$ cat src/rtl/pool_feeder.sv
// Streams a feature map, channel by channel, from a read-latency-1 buffer into avg_pool.
// Optional POOL_FEEDER_PERF_EN adds a 32-bit busy-cycle counter output.
module pool_feeder #(
  parameter int DATA_WIDTH = 32,
  parameter int ADDR_WIDTH = 16,
  parameter int CNT_WIDTH  = 16
) (
  input  logic                  clock,
  input  logic                  reset_n,
  input  logic                  start,
  input  logic [ADDR_WIDTH-1:0] base_addr,
  input  logic [CNT_WIDTH-1:0]  num_points,
  input  logic [CNT_WIDTH-1:0]  num_channels,
  output logic                  mem_rd_en,
  output logic [ADDR_WIDTH-1:0] mem_addr,
  input  logic [DATA_WIDTH-1:0] mem_rdata,
  output logic [DATA_WIDTH-1:0] newPointData,
  output logic                  newPointValid,
  output logic                  channelLast,
  input  logic                  poolDone,
  output logic                  busy,
`ifdef POOL_FEEDER_PERF_EN
  output logic [31:0]           cycle_count,
`endif
  output logic                  done
);

  typedef enum logic [2:0] {IDLE, READ, DRAIN, WAIT_POOL, FINISH} state_t;

  state_t                state;
  logic [CNT_WIDTH-1:0]  np_q, nc_q, point, chan;
  logic [ADDR_WIDTH-1:0] addr;
  logic                  drain_cnt;
  logic [1:0]            vld_pipe, last_pipe;
  logic [DATA_WIDTH-1:0] data_q;
  logic                  done_q;
  logic                  rd_last;

  assign mem_rd_en     = (state == READ);
  assign mem_addr      = addr;
  assign busy          = (state != IDLE);
  assign newPointValid = vld_pipe[1];
  assign channelLast   = last_pipe[1];
  assign newPointData  = data_q;
  assign done          = done_q;
  assign rd_last       = mem_rd_en && (point == np_q - CNT_WIDTH'(1));

  always_ff @(posedge clock or negedge reset_n) begin
    if (!reset_n) begin
      state     <= IDLE;
      np_q      <= '0;
      nc_q      <= '0;
      point     <= '0;
      chan      <= '0;
      addr      <= '0;
      drain_cnt <= 1'b0;
      vld_pipe  <= '0;
      last_pipe <= '0;
      data_q    <= '0;
      done_q    <= 1'b0;
    end else begin
      done_q    <= (state == FINISH);
      // stage 0: read issued, stage 1: rdata captured into the output register
      vld_pipe  <= {vld_pipe[0], mem_rd_en};
      last_pipe <= {last_pipe[0], rd_last};
      if (vld_pipe[0]) data_q <= mem_rdata;
      case (state)
        IDLE: if (start) begin
          addr  <= base_addr;
          np_q  <= num_points;
          nc_q  <= num_channels;
          point <= '0;
          chan  <= '0;
          state <= (num_points == '0 || num_channels == '0) ? FINISH : READ;
        end
        READ: begin
          // channels are contiguous, so the running address just keeps counting
          addr <= addr + ADDR_WIDTH'(1);
          if (point == np_q - CNT_WIDTH'(1)) begin
            point     <= '0;
            drain_cnt <= 1'b0;
            state     <= DRAIN;
          end else begin
            point <= point + CNT_WIDTH'(1);
          end
        end
        DRAIN: begin
          drain_cnt <= 1'b1;
          if (drain_cnt) state <= WAIT_POOL;
        end
        WAIT_POOL: if (poolDone) begin
          if (chan == nc_q - CNT_WIDTH'(1)) begin
            state <= FINISH;
          end else begin
            chan  <= chan + CNT_WIDTH'(1);
            state <= READ;
          end
        end
        FINISH:  state <= IDLE;
        default: state <= IDLE;
      endcase
    end
  end

`ifdef POOL_FEEDER_PERF_EN
  always_ff @(posedge clock or negedge reset_n) begin
    if (!reset_n)                    cycle_count <= '0;
    else if (state == IDLE && start) cycle_count <= '0;
    else if (busy)                   cycle_count <= cycle_count + 32'd1;
  end
`endif

endmodule

$ cat config.mk
export PLATFORM = sky130hd
export DESIGN_NAME = pool_feeder
export DESIGN_NICKNAME = d
export VERILOG_FILES = /design/src/rtl/pool_feeder.sv
export SDC_FILE = /design/constraint.sdc
export NUM_CORES = 1
export LEC_CHECK = 0
export CORE_MARGIN = 2
export CORE_UTILIZATION = 40
export CTS_CLUSTER_DIAMETER = 30
export DETAILED_ROUTE_END_ITERATION = 10
export PLACE_DENSITY = 0.7
export REMOVE_ABC_BUFFERS = 1
export SETUP_SLACK_MARGIN = 0.4
export SYNTH_ARGS = -nofsm -noshare
export SYNTH_HDL_FRONTEND = slang
export SYNTH_SLANG_ARGS = --single-unit
$ cat constraint.sdc
create_clock -name clock -period 2.45 [get_ports clock]
set_clock_uncertainty 0.15 [all_clocks]
set_input_delay 0.6125 -clock clock [delete_from_list [all_inputs] [get_ports clock]]
set_output_delay 0.6125 -clock clock [all_outputs]
set_load 0.01 [all_outputs]
==> impl_metrics.ini, run 1 <==
[critical_path]
critPathRequiredTime_ns = 2.61
cp.arrival_ns = 2.91
critPathLaunchType = register
worst-r2r-cell-count = 11
cp-end-kind = register
r2r_setup_slack_ns = -0.30
critPathMaxFanout = 6
worstReg2RegEnd = point[5]
worstSetupPathType = register to register
reg2reg_from = np_q[3]

[placement]
hpwl_um = 13700
place.gp.congestion = 0.889
dp.cells = 1130
placed_area_um2 = 8970
io_buffer_count = 136

[synthesis]
ys_top_cells_by_area = dfrtp_1, nand2_1, mux2_2
synth.avg_cell_area_um2 = 9.41
yosysUniqueCellTypes = 75
synthFlopType = dfrtp_1
ys_ff_latch = 121
synthArstFlopShare = 1.00
yosysSeqAreaShare = 0.460
synthCells = 699
synth_top_area_frac = 0.460
yosysTopAreaCell = dfrtp_1
netlist_area_um2 = 6580
ys_warn_count = 0
synth-edff-count = 0

[sta]
hold_ws_ns = 0.0144
fmax_ghz = 0.364
fin_crit_ns = 2.75
fin_ws_ns = -0.298
setup_violations = 36
period_share = 1.12
finalHoldViolCount = 0
rsz0062_at_grt = yes
setup-tns-final_ns = -6.64
worst_slew_pin_slew_ns = 0.514
maxSlewHeadroom = 0.657
slew_violations = 0

[clock_network]
clockBufferDepth = 2
clock-sinks = 121
clkSlewWorstSetupHoldPaths_ns = 0.06
cts_htree_levels = 4
cts_hold_buf = 0
cts_buffers = 17
clockRootBuffer = clkbuf_16
tritoncts = yes
clock_latency_ns = 0.42

[global_routing]
antenna_found_initial = 0
grt_max_degree = 45
grt_pass1_wl_um = 31100
gr-total-overflow = 0
grtUsageTotal = 0.223
grt_pass1_vias = 6210

[cells_and_area]
final_cell_mix = buf_4, nand2_1, dfrtp_1, clkdlybuf4s50_1, dlygate4sd2_1
antennaDiodeCount = 0
final_cells = 1185
drive_above_1_share = 0.281
fillers = 1394
fin_nets = 1046
layout_commonest_cell = buf_4
design_area_um2 = 10000
area.growth.synth_to_final_pct = 52.6

[power_and_ir_drop]
p_leak_nw = 4.64
finalPower_mw = 10.7
ir_drop_uv = 663
powerDensity_nw_per_um2 = 1060

[detailed_routing]
drc = 0
dr.pass1.iters = 8
drtIter0Drc = 344
wire_per_inst_um = 16.4
viasPerCell = 5.25
wl_um = 19400
final_antenna_net_count = 0
via_count = 6227

[floorplanning]
num_rows = 46
initial_core_util = 0.411
die_w_um = 132
io_pins = 137
die-area_um2 = 17500
core_area_um2 = 16000
die_y_um = 132

[outcome]
outcome = finished, violations left
violations = negative setup slack

[flow_run]
max_cap_viol_count = 0

[worst_hold_path]
worstHoldPathType = input port to asynchronous set/reset pin
-- through the flow --
step / setup WS, ns / utilization
global route: -0.424 / 0.627
finish: -0.298 / 0.627
detailed placement: -0.301 / 0.561
global placement: -0.238 / 0.561
CTS: -0.302 / 0.608
floorplan: -0.600 / -
-- kinds of logic (layout without fill, tap and decap cells) --
family,after synthesis,in the layout,synth area share
AO/OA/AOI/OAI,117,117,0.121
XOR/XNOR,53,53,0.0706
adder cells (fa/ha/maj),5,5,0.00951
buffers and inverters,58,328,0.0367
flip-flops,121,121,0.460
multiplexers,35,35,0.0593
AND/OR/NAND/NOR,310,310,0.242
-- registers in the layout, indices dropped and copies added, names as in the netlist --
register	flops
chan	16
last_pipe	2
state	3
drain_cnt	1
point	16
newPointData	32
mem_addr	16
np_q	16
nc_q	16
done	1
vld_pipe	2
-- final cells by class --
cell class	count	area [um^2]	share of cell area
repair buffers	273	2420	0.241
clock buffers	19	453	0.0451
well taps	216	270	0.0269
flip-flops and latches	121	3040	0.303
multi-input cells	520	3590	0.358
inverters	24	90.1	0.00897
clock inverters	12	173	0.0172
-- timing repair --
action / in CTS / in global routing
pin swaps: 13 / 20
gates resized for setup: 91 / 55
setup buffers: 12 / 12
gates cloned: 0 / 0
endpoints found under the setup margin: 89 / 45
-- synth_stat cells (all sizes together), types with 4 or more instances --
master  instances
nand4          15
a21oi          20
nand2         117
nor3           16
xnor2          25
or3             7
nand3b          5
nor3b          12
and2            4
a211oi          5
inv            24
o211ai          4
a21o            5
xor2           28
clkbuf         22
nand3          33
dfrtp         121
buf            12
nor2           40
or4             5
nor4           17
mux2           32
and3           19
ha              5
a31oi           4
o21ai          39
o22ai           4
-- how the worst max path moves through the flow --
stage / startpoint / end / slack, ns
2_1_floorplan: np_q[2] / point[5] / -0.60
3_3_place_gp: np_q[0] / point[12] / -0.24
3_5_place_dp: np_q[2] / point[12] / -0.30
4_1_cts: np_q[2] / point[13] / -0.30
5_1_grt: np_q[3] / point[2] / -0.42
6_report: np_q[3] / point[5] / -0.30
-- where the power goes --
| part | switching (mW) | leakage [nW] | internal (mW) |
|---|---|---|---|
| clock network | 0.922 | 0.305 | 1.74 |
| registers | 0.585 | 1.49 | 2.61 |
| logic | 2.31 | 2.84 | 2.52 |
-- per-layer routing --
layer	track usage	wire, um
met1	0.278	8320
met2	0.382	9940
met3	0.0500	777
met4	0.0765	358
met5	0	0
-- critical path, stage by stage (launching register included) --
cell	delay (ns)
dfrtp_2	0.45
nor4_4	0.36
nand4_1	0.24
buf_4	0.21
o41ai_4	0.30
o2111a_1	0.27
buf_4	0.12
buf_6	0.09
a21oi_4	0.05
buf_6	0.13
nand3b_1	0.07
a21bo_1	0.19
No activity file was read; power rests on OpenSTA's default activity.
==> run 2: changes to the inputs <==
Settings changed: CTS_BUF_LIST set to sky130_fd_sc_hd__clkbuf_8, GPL_ROUTABILITY_DRIVEN set to 0.
==> impl_metrics.ini, run 2 (synthesized netlist as in run 1, its figures left out) <==
[outcome]
outcome = finished, violations left
violations = negative setup slack

[flow_run]
max_cap_viol_count = 0

[floorplanning]
die_w_um = 132
initial_core_util = 0.411
die-area_um2 = 17500
die_y_um = 132
io_pins = 137
num_rows = 46
core_area_um2 = 16000

[sta]
fmax_ghz = 0.361
fin_ws_ns = -0.323
finalHoldViolCount = 0
slew_violations = 0
worst_slew_pin_slew_ns = 0.695
fin_crit_ns = 2.77
maxSlewHeadroom = 0.535
setup-tns-final_ns = -6.99
rsz0062_at_grt = yes
setup_violations = 34
period_share = 1.13

[global_routing]
grt_pass1_wl_um = 31800
grt_pass1_vias = 6346
antenna_found_initial = 0
grt_max_degree = 45
gr-total-overflow = 0
grtUsageTotal = 0.225

[critical_path]
cp.arrival_ns = 3.00
critPathLaunchType = register
critPathRequiredTime_ns = 2.67
critPathMaxFanout = 7
cp-end-kind = register
worstSetupPathType = register to register

[clock_network]
clock_latency_ns = 0.44
clockRootBuffer = clkbuf_8
cts_buffers = 17
clockBufferDepth = 2
clock-sinks = 121
clkSlewWorstSetupHoldPaths_ns = 0.08
cts_htree_levels = 4
tritoncts = yes

[placement]
dp.cells = 1124
hpwl_um = 13300
io_buffer_count = 136
place_ws_ns = -0.273

[worst_hold_path]
worstHoldPathType = input port to asynchronous set/reset pin

[detailed_routing]
wire_per_inst_um = 16.7
via_count = 6421
dr.pass1.iters = 6
viasPerCell = 5.38
final_antenna_net_count = 0
drtIter0Drc = 435
drc = 0
wl_um = 19900

[cells_and_area]
fillers = 1341
largest_reg_flops = 32
fin_nets = 1056
area.growth.synth_to_final_pct = 52.8
drive_above_1_share = 0.313
final_core_util = 0.628
layout_commonest_cell = buf_4
final_cells = 1194
final_cell_mix = buf_4, nand2_1, dfrtp_1, clkdlybuf4s50_1, dlygate4sd2_1
antennaDiodeCount = 0

[power_and_ir_drop]
ir_drop_uv = 543
p_leak_nw = 4.61
finalPower_mw = 10.1
powerDensity_nw_per_um2 = 1010
run 2: changes by cell type in the layout (fill, tap and decap cells not counted), sizes merged:
cell / change
buf: +10
dlygate4sd2: +1
clkinv: -1
dlymetal6s2s: -1
bufinv: -1
inv: +2
clkbuf: -1
run 2: final timing paths:
check                      depth (start not counted)  slack (ns)            to         start
min in group clock                                 0        0.21  last_pipe[1]  last_pipe[0]
max in group asynchronous                          2        1.49      chan[13]       reset_n
setup / recovery                                  13       -0.32       chan[5]       nc_q[0]
setup reg to reg                                  13       -0.32       chan[5]       nc_q[0]
hold / removal                                     1        0.02       nc_q[7]       reset_n
hold reg to reg                                    0        0.21  last_pipe[1]  last_pipe[0]
run 2: stage by stage:
stage / instance area, um^2 / hold WS [ns]
final: 10100 / 0.0237
after global routing: 10100 / 0.0328
after CTS: 9620 / 0.0213
after detailed placement: 8920 / 0.197
after global placement: 8920 / 0.195
after floorplan: 6430 / 0.167
run 2: where the power goes:
part           internal, mW  switching (mW)  total, mW
sequential             2.61           0.548       3.16
clock                  1.00           0.792       1.79
combinational          2.67            2.50       5.17
run 2: routing by layer:
layer | vias to the layer above | track usage | share of wire
li1 | 3042 | - | -
met1 | 3166 | 0.288 | 0.42
met2 | 181 | 0.376 | 0.51
met3 | 32 | 0.0546 | 0.048
met4 | 0 | 0.0771 | 0.025
met5 | - | 0 | 0
run 2: area by class of cell:
class / instances / area (um^2) / area share
well taps: 216 / 270 / 0.0269
repair buffers: 283 / 2540 / 0.253
clock buffers: 18 / 248 / 0.0246
inverters: 24 / 90.1 / 0.00896
multi-input cells: 520 / 3730 / 0.371
clock inverters: 12 / 136 / 0.0136
flip-flops and latches: 121 / 3040 / 0.302
run 2: repair_timing:
action                     4_1_cts  5_1_grt
setup buffers                   21       16
hold buffers                     0        0
setup endpoints to repair       90       42
gates resized for setup        125       71
pin swaps                       19       40
gates cloned                     1        2
run 2: critical path, cell delays in order (launching register included):
cell and delay (ns):
dfrtp_1 0.40, buf_4 0.15, buf_6 0.12, nor4_4 0.20, buf_4 0.19, buf_4 0.11
nand4b_1 0.13, xnor2_1 0.26, nor2_1 0.11, nand4_2 0.12, buf_12 0.13, nand2_2 0.08
or4_1 0.46, nand2_1 0.07
